## src/rtl/wd_pkg.sv

```systemverilog
// Shared definitions for the windowed watchdog sequencer.
// Holds the FSM state encoding (also driven on the STATE debug port),
// the interval counter width and the failure counter width.
package wd_pkg;

   localparam int unsigned CNT_W   = 16;
   localparam int unsigned FCNT_W  = 8;
   localparam int unsigned STATE_W = 3;

   typedef enum logic [STATE_W-1:0] {
      ST_IDLE    = 3'd0,
      ST_ARMED   = 3'd1,
      ST_OPEN    = 3'd2,
      ST_FAIL    = 3'd3,
      ST_RECOVER = 3'd4
   } wd_state_e;

endpackage

```

## src/rtl/wd_prescaler.sv

```systemverilog
// Watchdog tick prescaler: counts CLK cycles 0..PRESCALE-1 and flags tick
// while the count sits on its last value (so tick is high every cycle when
// PRESCALE=1). clr restarts the count from zero.
// Ports: CLK, RST (sync, active-high), clr (restart), tick (wrap strobe).
module wd_prescaler #(
   parameter int unsigned PRESCALE = 1000
) (
   input  logic CLK,
   input  logic RST,
   input  logic clr,
   output logic tick
);

   localparam int unsigned PW = (PRESCALE > 1) ? $clog2(PRESCALE) : 1;

   logic [PW-1:0] pcnt;
   logic          last;

   assign last = (pcnt == PW'(PRESCALE - 1));
   assign tick = last;

   // Free-running count, restarted on wrap or on request
   always_ff @(posedge CLK) begin
      if (RST || clr || last) begin
         pcnt <= '0;
      end else begin
         pcnt <= pcnt + PW'(1);
      end
   end

endmodule

```

## src/rtl/watchdog_ctrl.sv

```systemverilog
// Windowed watchdog sequencer driving the external reset downcounter.
// Times the service interval in prescaled ticks, raises WDFAIL on a late
// kick (or an early kick when windowing is built in), supplies RST_LMT and
// completes the fail/recover handshake through SYS_RSTOUT.
// Build option: define WD_WINDOW_EN for the windowed variant; without it the
// window register is removed and the watchdog is timeout-only.
// Ports: CLK, RST (sync, active-high), EN, KICK, CFG_WE, CFG_TIMEOUT,
//        CFG_WINOPEN, CFG_RSTLMT, SYS_RSTOUT in; WDFAIL, RST_LMT, STATE,
//        FAIL_CNT out (all registered).
module watchdog_ctrl
   import wd_pkg::*;
#(
   parameter int unsigned PRESCALE    = 1000,
   parameter logic [15:0] TIMEOUT_DEF = 16'd5000,
   parameter logic [15:0] WINOPEN_DEF = 16'd0,
   parameter logic [15:0] RSTLMT_DEF  = 16'd100
) (
   input  logic        CLK,
   input  logic        RST,
   input  logic        EN,
   input  logic        KICK,
   input  logic        CFG_WE,
   input  logic [15:0] CFG_TIMEOUT,
   input  logic [15:0] CFG_WINOPEN,
   input  logic [15:0] CFG_RSTLMT,
   input  logic        SYS_RSTOUT,
   output logic        WDFAIL,
   output logic [15:0] RST_LMT,
   output logic [2:0]  STATE,
   output logic [7:0]  FAIL_CNT
);

   wd_state_e         state, state_next;
   logic              kick_d, kick_e, kick_acc;
   logic              presc_clr, tick;
   logic [CNT_W-1:0]  cnt, timeout_r, rstlmt_r;
   logic [FCNT_W-1:0] fail_cnt;
   logic              wdfail;

   assign kick_e   = KICK & ~kick_d;
   assign WDFAIL   = wdfail;
   assign RST_LMT  = rstlmt_r;
   assign STATE    = state;
   assign FAIL_CNT = fail_cnt;

`ifdef WD_WINDOW_EN
   logic [CNT_W-1:0] win_r, win_eff;
   // A window at or beyond the timeout would never open; treat it as always open
   assign win_eff = (win_r >= timeout_r) ? '0 : win_r;
`else
   logic unused_win;
   assign unused_win = ^{CFG_WINOPEN, WINOPEN_DEF};
`endif

   wd_prescaler #(.PRESCALE(PRESCALE)) u_presc (
      .CLK  (CLK),
      .RST  (RST),
      .clr  (presc_clr),
      .tick (tick)
   );

   // State register
   always_ff @(posedge CLK) begin
      if (RST) begin
         state <= ST_IDLE;
      end else begin
         state <= state_next;
      end
   end

   // Next-state logic; a kick is tested before the timeout so it wins a tie
   always_comb begin
      state_next = state;
      kick_acc   = 1'b0;
      presc_clr  = 1'b0;
      case (state)
         ST_IDLE: begin
            if (EN) state_next = ST_ARMED;
         end
         ST_ARMED: begin
`ifdef WD_WINDOW_EN
            if (kick_e) begin
               state_next = ST_FAIL;
               kick_acc   = 1'b1;
            end else if (cnt == win_eff) begin
               state_next = ST_OPEN;
            end else if (!EN) begin
               state_next = ST_IDLE;
            end
`else
            if (!EN) state_next = ST_IDLE;
            else     state_next = ST_OPEN;
`endif
         end
         ST_OPEN: begin
            if (kick_e) begin
               state_next = ST_ARMED;
               kick_acc   = 1'b1;
            end else if (cnt >= timeout_r) begin
               state_next = ST_FAIL;
            end else if (!EN) begin
               state_next = ST_IDLE;
            end
         end
         ST_FAIL: begin
            if (SYS_RSTOUT) state_next = ST_RECOVER;
         end
         ST_RECOVER: begin
            if (!SYS_RSTOUT) state_next = EN ? ST_ARMED : ST_IDLE;
         end
         default: state_next = ST_IDLE;
      endcase
      presc_clr = (state_next != state) || kick_acc;
   end

   // Interval counter, fail flag, fail counter and kick edge register
   always_ff @(posedge CLK) begin
      if (RST) begin
         kick_d   <= 1'b0;
         cnt      <= '0;
         wdfail   <= 1'b0;
         fail_cnt <= '0;
      end else begin
         kick_d <= KICK;
         wdfail <= (state_next == ST_FAIL);
         if (state_next == ST_ARMED && state != ST_ARMED) begin
            cnt <= '0;
         end else if (tick && (state == ST_ARMED || state == ST_OPEN) && cnt != '1) begin
            cnt <= cnt + CNT_W'(1);
         end
         if (state_next == ST_FAIL && state != ST_FAIL && fail_cnt != '1) begin
            fail_cnt <= fail_cnt + FCNT_W'(1);
         end
      end
   end

   // Configuration registers, writable only while idle
   always_ff @(posedge CLK) begin
      if (RST) begin
         timeout_r <= (TIMEOUT_DEF == '0) ? CNT_W'(1) : TIMEOUT_DEF;
         rstlmt_r  <= RSTLMT_DEF;
`ifdef WD_WINDOW_EN
         win_r     <= WINOPEN_DEF;
`endif
      end else if (CFG_WE && state == ST_IDLE) begin
         timeout_r <= (CFG_TIMEOUT == '0) ? CNT_W'(1) : CFG_TIMEOUT;
         rstlmt_r  <= CFG_RSTLMT;
`ifdef WD_WINDOW_EN
         win_r     <= CFG_WINOPEN;
`endif
      end
   end

endmodule

```

## config.mk

```make
export PLATFORM = sky130hd
export DESIGN_NAME = watchdog_ctrl
export DESIGN_NICKNAME = d
export VERILOG_FILES = /design/src/rtl/wd_pkg.sv /design/src/rtl/wd_prescaler.sv /design/src/rtl/watchdog_ctrl.sv
export SDC_FILE = /design/constraint.sdc
export NUM_CORES = 1
export LEC_CHECK = 0
export ABC_AREA = 1
export CAP_MARGIN = 20
export CORE_MARGIN = 2
export CORE_UTILIZATION = 54
export DETAILED_ROUTE_END_ITERATION = 6
export GPL_TIMING_DRIVEN = 0
export PLACE_DENSITY_LB_ADDON = 0.3
export SLEW_MARGIN = 20
export SYNTH_ARGS = -nofsm -noshare
export SYNTH_HDL_FRONTEND = slang
export SYNTH_HIERARCHICAL = 1
export SYNTH_SLANG_ARGS = --single-unit
```

## constraint.sdc

```tcl
create_clock -name CLK -period 5.1 [get_ports CLK]
set_input_delay 0.765 -clock CLK [delete_from_list [all_inputs] [get_ports CLK]]
set_output_delay 0.765 -clock CLK [all_outputs]
set_load 0.01 [all_outputs]
```

==> flow_metrics.py <==
metrics = {
    "clock_tree": {
        "cts_buffers": 9,
        "cts_setup_buffers": 0,
        "ctsHoldBuffers": 0,
        "clock_path_buffers": 2,
        "clkSlewWorstSetupHoldPaths_ns": 0.07,
        "worstSkewPairLatency_ns": 0.35,
        "tritoncts": "done",
        "cts_root_buf": "clkbuf_8",
        "clock-sinks": 71,
        "post_cts_resized": 0,
        "htree_levels": 3,
    },
    "timing": {
        "setup_viol": 0,
        "relSlewSlack": 0.466,
        "worst_pin_slew_ns": 0.801,
        "finClkSkew_ns": 0.00812,
        "fin_crit_ns": 2.41,
        "rsz0062_at_grt": "no",
        "period_share": 0.472,
        "slew_viol_final": 0,
        "fmax_mhz": 415,
        "final_hold_viol_count": 0,
        "whs_ns": 0.466,
        "fin_tns_setup_ns": 0,
    },
    "power_and_ir_drop": {
        "seq_power_share": 0.493,
        "cellPowerDensity_nw_per_um2": 262,
        "power.internal_mw": 0.881,
        "swShare": 0.262,
        "p_leak_nw": 1.82,
        "ir_worst_vdd_mv": 0.208,
        "pwr-share-comb": 0.141,
        "power_switching_mw": 0.312,
        "p_clk_frac": 0.366,
    },
    "placed_design": {
        "hpwl_mm": 6.65,
        "numPortBuffers": 65,
        "gp_congestion": 0.879,
    },
    "die": {
        "die_w_um": 86,
        "io_pins": 82,
        "dieArea_um2": 7400,
        "core_area_um2": 6420,
        "num_rows": 29,
        "die_y_um": 86,
        "initial_utilization": 0.565,
    },
    "synth": {
        "avgSynthCellArea_um2": 7.31,
        "synth_area_um2": 3630,
        "syn_inst": 497,
        "synth_cell_types": 41,
        "synth_flop_cell": "dfxtp_1",
        "async_reset_ff_frac": 0,
        "ys_seq_elements": 71,
        "synth_nets": 570,
        "yosysWarnings": 6,
        "synth_seq_area_share": 0.391,
        "synth-edff-count": 0,
    },
    "global_routing": {
        "grtUsageTotal": 0.259,
        "antenna_found_initial": 0,
        "grt-ovfl-total": 0,
        "grt_max_degree": 12,
        "grt_pass1_wl_mm": 15.2,
        "grt_pass1_vias": 3430,
    },
    "finish": {
        "fin_nets": 646,
        "final_layout_size_suffix_gt1_frac": 0.0675,
        "diodes": 0,
        "layout_commonest_cell": "nand2_1",
        "final_cell_mix": "nand2_1, dfxtp_1, clkdlybuf4s50_1",
        "syn_to_final_growth_pct": 25.6,
    },
    "outcome": {
        "status": "finished, final reports clean",
    },
    "routing": {
        "postRouteAntennaNets": 0,
        "wl_per_cell_um": 13.5,
        "drtIter0Drc": 161,
        "wl_mm": 8.85,
        "via_per_inst": 5.33,
        "route.vias.total": 3494,
        "drcViolationCount": 0,
        "dr.pass1.iters": 4,
    },
    "setup_path": {
        "setup.worst_path.end_class": "register",
        "cp_max_fo": 10,
        "worstPathArrival_ns": 2.70,
        "worstPathRequired_ns": 5.39,
        "crit_start": "cnt[5]$_SDFFE_PP0P_",
        "timing.rr.start": "cnt[5]$_SDFFE_PP0P_",
        "cp-start-kind": "register",
        "crit_type": "reg2reg",
    },
    "worst_hold_path": {
        "min_path_type": "reg2reg",
        "min_from": "RST_LMT[11]$_SDFFE_PP0P_",
    },
    "flow_run": {
        "max_cap_viol_count": 0,
    },
}
==> cells in the mapped netlist, types with 3 or more instances <==
cell      instances  area, um^2
clkbuf_1          4        15.0
nor3_1           11        55.1
o21ai_0           5        25.0
dfxtp_1          71        1420
nor2_1           63         236
buf_1             6        22.5
nand2_1         123         462
a21oi_1          39         195
ha_1             19         238
nand4_1          15        93.8
nand2_2           3        18.8
a21oi_2           4        35.0
nor4_1            6        37.5
a211oi_1         10        75.1
inv_1            54         203
o211ai_1          5        37.5
nand3_1          13        65.1
xnor2_1           3        26.3
nor2_4            4        45.0
xor2_1           13         114
==> flip-flops by register name, indices dropped and copies added, names as in the netlist <==
register	count
STATE	3
FAIL_CNT	8
cnt	16
RST_LMT	16
u_presc/pcnt	10
WDFAIL	1
kick_d	1
timeout_r	16
==> per-layer routing <==
| metal | global-route usage | routed length [um] | up-vias |
|---|---|---|---|
| met4 | 0.105 | 176 | 0 |
| met3 | 0.0808 | 568 | 17 |
| met1 | 0.302 | 3820 | 1617 |
| met5 | 0 | 0 | - |
| met2 | 0.439 | 4280 | 84 |
| li1 | - | - | 1776 |
==> cell families (layout without fill, tap and decap cells) <==
kind of cell	count (synthesis)	in the layout	synth area share
simple gates	249	249	0.305
buf+inv	72	153	0.0789
flops	71	71	0.391
compound gates	69	69	0.118
fa+ha+maj	19	19	0.0655
xor+xnor	16	16	0.0386
mux	1	1	0.00276
==> power by group through the flow <==
| stage | Sequential [mW] | Combinational [mW] | Clock, mW |
|---|---|---|---|
| 4_1_cts | 0.588 | 0.169 | 0.441 |
| 3_3_place_gp | 0.600 | 0.161 | 0 |
| 6_report | 0.588 | 0.168 | 0.437 |
| 3_5_place_dp | 0.601 | 0.168 | 0 |
| 5_1_grt | 0.591 | 0.186 | 0.468 |
| 2_1_floorplan | 0.604 | 0.0837 | 0 |
==> worst max-delay path, cell delays in order, from the launching register on <==
cell	delay (ns)
dfxtp_1	0.38
ha_1	0.33
nand2_1	0.05
inv_1	0.04
nand2_1	0.06
nor2_1	0.11
nor2_1	0.04
nand2_1	0.09
nand2_1	0.09
nand3_1	0.07
nand2_1	0.05
nand2_1	0.12
buf_4	0.20
nor2_1	0.05
nor2_1	0.09
nand4_1	0.13
nor2_1	0.15
nand2_2	0.14
a21oi_1	0.14
==> metrics by stage <==
step                utilization  area (um^2)  total power, mW  std cells  worst slack (ns)
finish                    0.710         4560             1.19        655              2.69
global route              0.710         4560             1.24        655              2.42
CTS                       0.710         4560             1.20        655              2.70
detailed placement        0.682         4380            0.769        639              2.37
global placement          0.682         4380            0.761        639              2.45
floorplan                     -         3630            0.688        497              3.09
==> cell type report <==
class / instances / area [um^2]
Sequential cell: 71 / 1420
Inverter: 58 / 220
Clock buffer: 13 / 139
Timing Repair Buffer: 65 / 651
Tap cell: 77 / 96.3
Buffer: 14 / 66.3
Clock inverter: 3 / 43.8
Multi-Input combinational cell: 354 / 1920
Fill cell: 530 / 1860
==> final timing paths <==
check | endpoint | slack [ns] | cells past startpoint
hold / removal | RST_LMT[11]$_SDFFE_PP0P_ | 0.47 | 2
setup / recovery | u_presc/pcnt[9]$_SDFF_PP0_ | 2.69 | 18
setup reg to reg | u_presc/pcnt[9]$_SDFF_PP0_ | 2.69 | 18
hold reg to reg | RST_LMT[11]$_SDFFE_PP0P_ | 0.47 | 2
Power figures use the tool's default switching activity.
